**src/rtl/pipe_pkg.sv**
```systemverilog
// Shared types and defaults for the skid-buffered pipeline stage.
// Latency: n/a (declarations only).
// Backpressure: n/a (declarations only).
package pipe_pkg;

  // Occupancy states of the two-entry stage; the encoding equals the beat count.
  typedef enum logic [1:0] {
    EMPTY = 2'd0,
    ONE   = 2'd1,
    TWO   = 2'd2
  } state_t;

  // Default payload width, counter width and bubble value.
  localparam int          DATA_W_DEF    = 64;
  localparam int          CNT_W_DEF     = 16;
  localparam logic [63:0] FLUSH_VAL_DEF = 64'h0;

  // Number of live beats held in a given state.
  function automatic logic [1:0] occ_of(input state_t s);
    logic [1:0] n;
    n = 2'd0;
    case (s)
      EMPTY:   n = 2'd0;
      ONE:     n = 2'd1;
      TWO:     n = 2'd2;
      default: n = 2'd0;
    endcase
    return n;
  endfunction

endpackage

```
**src/rtl/sat_counter.sv**
```systemverilog
// Saturating event counter: counts cycles with inc_i high, sticks at all-ones.
// Latency: count visible one falling edge after the qualifying cycle.
// Backpressure: none; increments are never lost until saturation.
module sat_counter
  import pipe_pkg::*;
#(
  parameter int CNT_W = CNT_W_DEF
) (
  input  logic             clk_i,
  input  logic             rst_i,
  input  logic             inc_i,
  output logic [CNT_W-1:0] cnt_o
);

  logic [CNT_W-1:0] r_cnt;
  logic             w_at_max;

  assign w_at_max = (r_cnt == {CNT_W{1'b1}});

  // Count qualifying cycles, clearing on reset and holding once saturated.
  always_ff @(negedge clk_i) begin
    if (!rst_i) begin
      r_cnt <= '0;
    end else if (inc_i && !w_at_max) begin
      r_cnt <= r_cnt + CNT_W'(1);
    end
  end

  assign cnt_o = r_cnt;

endmodule

```
**src/rtl/pipe_stage_skid.sv**
```systemverilog
// Valid/ready pipeline stage with main + skid register and flush support.
// Latency: one clock from accept to out_valid_o when empty; full throughput.
// Backpressure: in_ready_o drops only when both registers hold beats (state decode).
module pipe_stage_skid
  import pipe_pkg::*;
#(
  parameter int                DATA_W    = DATA_W_DEF,
  parameter logic [DATA_W-1:0] FLUSH_VAL = DATA_W'(FLUSH_VAL_DEF),
  parameter int                CNT_W     = CNT_W_DEF
) (
  input  logic              clk_i,
  input  logic              rst_i,
  input  logic              in_valid_i,
  output logic              in_ready_o,
  input  logic [DATA_W-1:0] in_data_i,
  output logic              out_valid_o,
  input  logic              out_ready_i,
  output logic [DATA_W-1:0] out_data_o,
  input  logic              flush_i,
  output logic [1:0]        occ_o,
  output logic [CNT_W-1:0]  stall_cnt_o,
  output logic [CNT_W-1:0]  flush_cnt_o
);

  state_t            r_state;
  logic [DATA_W-1:0] r_main;
  logic [DATA_W-1:0] r_skid;

  state_t            w_state_nxt;
  logic [DATA_W-1:0] w_main_nxt;
  logic [DATA_W-1:0] w_skid_nxt;
  logic              w_in_ready;
  logic              w_out_valid;
  logic              w_accept;
  logic              w_consume;
  logic              w_stall_inc;

  // Handshake flags are pure state decodes so no combinational path
  // exists from out_ready_i to in_ready_o.
  assign w_in_ready  = (r_state != TWO);
  assign w_out_valid = (r_state != EMPTY);
  assign w_accept    = in_valid_i && w_in_ready;
  assign w_consume   = w_out_valid && out_ready_i;

  // Next-state and register-load selection; flush overrides every handshake.
  always_comb begin
    w_state_nxt = r_state;
    w_main_nxt  = r_main;
    w_skid_nxt  = r_skid;
    if (flush_i) begin
      // Offered beat is dropped even though in_ready_o may be high.
      w_state_nxt = EMPTY;
      w_main_nxt  = FLUSH_VAL;
      w_skid_nxt  = FLUSH_VAL;
    end else begin
      case (r_state)
        EMPTY: begin
          if (w_accept) begin
            w_state_nxt = ONE;
            w_main_nxt  = in_data_i;
          end
        end
        ONE: begin
          if (w_accept && w_consume) begin
            w_main_nxt = in_data_i;
          end else if (w_accept) begin
            w_state_nxt = TWO;
            w_skid_nxt  = in_data_i;
          end else if (w_consume) begin
            // Main keeps its stale value; out_valid_o masks it.
            w_state_nxt = EMPTY;
          end
        end
        TWO: begin
          if (w_consume) begin
            w_state_nxt = ONE;
            w_main_nxt  = r_skid;
          end
        end
        default: begin
          w_state_nxt = EMPTY;
          w_main_nxt  = FLUSH_VAL;
          w_skid_nxt  = FLUSH_VAL;
        end
      endcase
    end
  end

  // State and payload registers update on the falling edge; reset beats flush.
  always_ff @(negedge clk_i) begin
    if (!rst_i) begin
      r_state <= EMPTY;
      r_main  <= FLUSH_VAL;
      r_skid  <= FLUSH_VAL;
    end else begin
      r_state <= w_state_nxt;
      r_main  <= w_main_nxt;
      r_skid  <= w_skid_nxt;
    end
  end

  // A stall is a live output beat held back by downstream, not masked by flush.
  assign w_stall_inc = w_out_valid && !out_ready_i && !flush_i;

  sat_counter #(
    .CNT_W (CNT_W)
  ) u_stall_cnt (
    .clk_i (clk_i),
    .rst_i (rst_i),
    .inc_i (w_stall_inc),
    .cnt_o (stall_cnt_o)
  );

  sat_counter #(
    .CNT_W (CNT_W)
  ) u_flush_cnt (
    .clk_i (clk_i),
    .rst_i (rst_i),
    .inc_i (flush_i),
    .cnt_o (flush_cnt_o)
  );

  assign in_ready_o  = w_in_ready;
  assign out_valid_o = w_out_valid;
  assign out_data_o  = r_main;
  assign occ_o       = occ_of(r_state);

endmodule

```
**config.mk**
```make
export PLATFORM = sky130hd
export DESIGN_NAME = pipe_stage_skid
export DESIGN_NICKNAME = d
export VERILOG_FILES = /design/src/rtl/pipe_pkg.sv /design/src/rtl/sat_counter.sv /design/src/rtl/pipe_stage_skid.sv
export SDC_FILE = /design/constraint.sdc
export NUM_CORES = 1
export LEC_CHECK = 0
export CAP_MARGIN = 20
export CORE_UTILIZATION = 30
export CTS_CLUSTER_DIAMETER = 40
export DETAILED_ROUTE_END_ITERATION = 7
export PLACE_DENSITY = 0.49
export SLEW_MARGIN = 10
export SYNTH_ARGS = -nofsm -noshare
export SYNTH_HDL_FRONTEND = slang
export SYNTH_SLANG_ARGS = --single-unit
```
**constraint.sdc**
```tcl
create_clock -name clk_i -period 1.85 [get_ports clk_i]
set_input_delay 0.2775 -clock clk_i [delete_from_list [all_inputs] [get_ports clk_i]]
set_output_delay 0.2775 -clock clk_i [all_outputs]
set_load 0.01 [all_outputs]
```
**Word level (Yosys, flattened, before mapping)**

Index checks and enable logic that the tools add are counted.

- Flip-flop bits (word level): 162
- Input port bits: 69
- Output and inout port bits: 100

- Add/subtract/negate cells: 2
- Equal/unequal tests: 11
- Muxes and demuxes: 13
- Reduce and logical (&&, ||, !) cells: 18
- Bitwise gates (word level): 2

Operators by type and width:

| kind | count |
|---|---|
| 64-bit two-way mux | 4 |
| 64-bit one-hot mux with 3 select lines | 1 |
| 64-bit one-hot mux with 2 select lines | 1 |
| 16-bit by 1-bit adder with 16-bit output, second input constant | 2 |
| 16-bit == test, second input constant | 2 |
| 2-bit != test, second input constant | 6 |
| 2-bit two-way mux | 5 |
| 1-bit logical AND | 7 |
| 2-bit one-hot mux with 3 select lines | 1 |
| 3-bit AND reduction | 2 |
| 1-bit zero test | 4 |
| 2-bit one-hot mux with 2 select lines | 1 |
| 4-bit AND reduction | 1 |
| 2-bit OR reduction | 2 |
| 3-bit != test, second input constant | 1 |
| 2-bit by 1-bit == test with 1-bit output, second input constant | 1 |
| 2-bit == test, second input constant | 1 |
| 2-bit zero test | 1 |
| 1-bit NOT | 2 |
| 2-bit nonzero test | 1 |

**Depth between registers and ports, before layout**

- Word-level depth: 6
- Depth in mapped cells: 7

**Modules after synthesis**

A second synthesis with hierarchy kept.

- Cells, all modules: 867
- Area, all modules: 7,775.0 um^2

Modules (own cells, without submodules):

| module | times used | seq. area each (um^2) | cells an instance | area an instance (um^2) |
|---|---|---|---|---|
| pipe_stage_skid | 1 | 2,602.5 | 681 | 6,148.4 |
| sat_counter | 2 | 320.3 | 93 | 813.3 |

==> out/results.txt <==
most common flop cell mapped by yosys = dfxtp_1
Crit Path Max Fanout = 5
CP Capture Type = output pin
Layout Nets = 1393
status = finished, violations left
R2R setup slack = 40 ps
Post-Syn Area = 7720 um^2
syn_nets = 933
syn avg cell area = 8.95 um^2
Sequential Area = 3390 um^2
maximum vdd drop = 0.460 mV
critical path startpoint category = flip-flop
post-synthesis sequential element count = 162
fillers = 2283
post-route cell area = 14100 um^2
yosys warns = 0
Num CTS Buffers = 17
Vias = 8230
Root Driver = clkbuf_16
Synth-to-Final Area Change = 82.4%
WP data required = 1570 ps
core area = 25200 um^2
layout cells sized above 1 = 43.7%
die area = 26400 um^2
clk buf depth = 2
largest net degree at the start of global routing = 85
hold buffer count at CTS = 0
pins over their slew limit = 0
Initial Utilization = 30.6%
multi-input combinational cell area = 5090 um^2
commonest cells after routing, fill and taps aside = inv_1 (166), buf_4 (127), buf_6 (116)
Die H = 162 um
DRC viols = 0
GP Congestion = 0.763
Die W = 162 um
clock sink count = 162
initial antenna violation count = 0
max-cap violation count = 0
failing checks = negative setup slack
drt pass-1 iters = 5
first-pass GRT wire length = 43400 um
Pleak = 0.00584 uW
cells on worst reg2reg path = 7
dpl hpwl = 15000 um
Seq/Total Area, Yosys = 42.0%
worst skew pair latency = 490 ps
Worst EP arrival = 2130 ps
I/O pin count = 169
PortBufs = 168
Worst Slack Setup Final = -558 ps
clock skew = 38.4 ps
max_slew headroom = 47.9%
commonest non-fill, non-tap cell in the layout = inv_1
RSZ-0062 raised after global routing = yes
FFs w/ async S/R, synth = 0%
Total GRT Usage = 21.0%
mean routed wirelength per cell = 16.9 um
H-tree levels = 4
clk slew on worst S/H paths = 30 ps
placed inst area = 10600 um^2
hold path cells = 2
WL final = 28100 um
CTS tree = built
post-route ant nets = 0
Hold Crit Class = reg -> reg
grt ovf = 0
DP Worst Slack = -1060 ps
Cells after Synth = 862
critical path class = reg -> out
Ant. Diodes = 0
Tot Pwr = 10200 uW
vias in the first global route = 8420
Least-Margin Pin Slew = 781 ps
Setup violations, final = 229
FP Rows = 58
DRT iter0 DRCs = 322
Yosys cell types = 47
Pwr Density = 722 nW/um^2
Post-synth EDFFs = 0
final hold violation count = 0
Avg Vias per Cell = 4.94
==> metal layers <==
metal | vias up | global-route usage [%] | wire length [um] | part of all wire [%]
met2 | 183 | 34.7 | 14100 | 50
met3 | 19 | 6.09 | 1160 | 4.1
met4 | 0 | 9.18 | 261 | 0.93
met1 | 3972 | 25.4 | 12600 | 45
li1 | 4056 | - | - | -
met5 | - | 0 | 0 | 0
==> kinds of logic after synthesis <==
| family | count (synthesis) | synth area share [%] |
|---|---|---|
| xor+xnor | 1 | 0.114 |
| fa+ha+maj | 2 | 0.324 |
| buf+inv | 85 | 4.57 |
| simple gates | 357 | 27.7 |
| mux | 69 | 8.95 |
| flops | 162 | 42.0 |
| compound gates | 186 | 16.3 |
==> worst max-delay path: stages, from the launching register on <==
cell and delay [ps]:
dfxtp_4 350, or2_4 270, buf_6 120
==> what timing repair did <==
action,4_1_cts,5_1_grt
gates resized for setup,750,112
pin swaps,65,41
setup buffers,32,35
cloned,23,1
setup endpoints to repair,262,252
==> registers in the layout, summed over array words and instances (netlist names) <==
register / cells
out_data_o: 64
r_skid: 64
u_flush_cnt.cnt_o: 16
u_stall_cnt.cnt_o: 16
r_state: 2
==> synthesized netlist by cell type (all sizes together), types with 2 or more instances <==
master | instances | area (um^2)
or2 | 2 | 15.0
a21oi | 82 | 410
o21a | 4 | 30.0
inv | 8 | 30.0
o311ai | 2 | 17.5
nand4 | 13 | 109
clkbuf | 49 | 184
and4 | 3 | 26.3
o41ai | 2 | 17.5
nand2b | 67 | 419
o21ba | 2 | 20.0
dfxtp | 162 | 3240
o21ai | 10 | 50.1
and2 | 68 | 425
buf | 28 | 139
a311oi | 63 | 552
nor2 | 70 | 263
nor2b | 3 | 18.8
mux2i | 69 | 691
nor3 | 7 | 35.0
a31oi | 3 | 18.8
o31ai | 10 | 75.1
nand3b | 64 | 480
and3 | 3 | 18.8
nor4 | 6 | 58.8
nand3 | 12 | 60.1
or3 | 6 | 37.5
nand2 | 21 | 78.8
or4 | 11 | 82.6
ha | 2 | 25.0
==> worst paths after layout <==
check	start	end
worst max-delay path	r_state[1]	out_valid_o
worst min-delay path	r_skid[44]	r_skid[44]
worst max register to register	u_stall_cnt.cnt_o[13]	u_stall_cnt.cnt_o[9]
worst min register to register	r_skid[44]	r_skid[44]
==> stage by stage <==
stage	util [%]	instances	hold WS [ps]	TNS, ps
after floorplan	-	862	461	-40050
after global placement	42.1	1394	474	-175200
after detailed placement	42.1	1394	481	-178880
after CTS	53.5	1640	489	-37460
after global routing	55.9	1665	501	-40590
final	55.9	1665	487	-33700
==> layout make-up <==
cell class | instances | area share, %
multi-input combinational | 617 | 36.1
timing repair buffer | 355 | 27.9
sequential | 162 | 24.1
clock inverter | 177 | 5.70
clock buffer | 17 | 3.02
tap | 330 | 2.93
inverter | 7 | 0.240
==> power breakdown <==
group / internal (uW) / switching [uW]
combinational: 791 / 615
sequential: 3590 / 69.9
clock: 2330 / 2760
total: 6710 / 3450
Power figures use the tool's default switching activity.
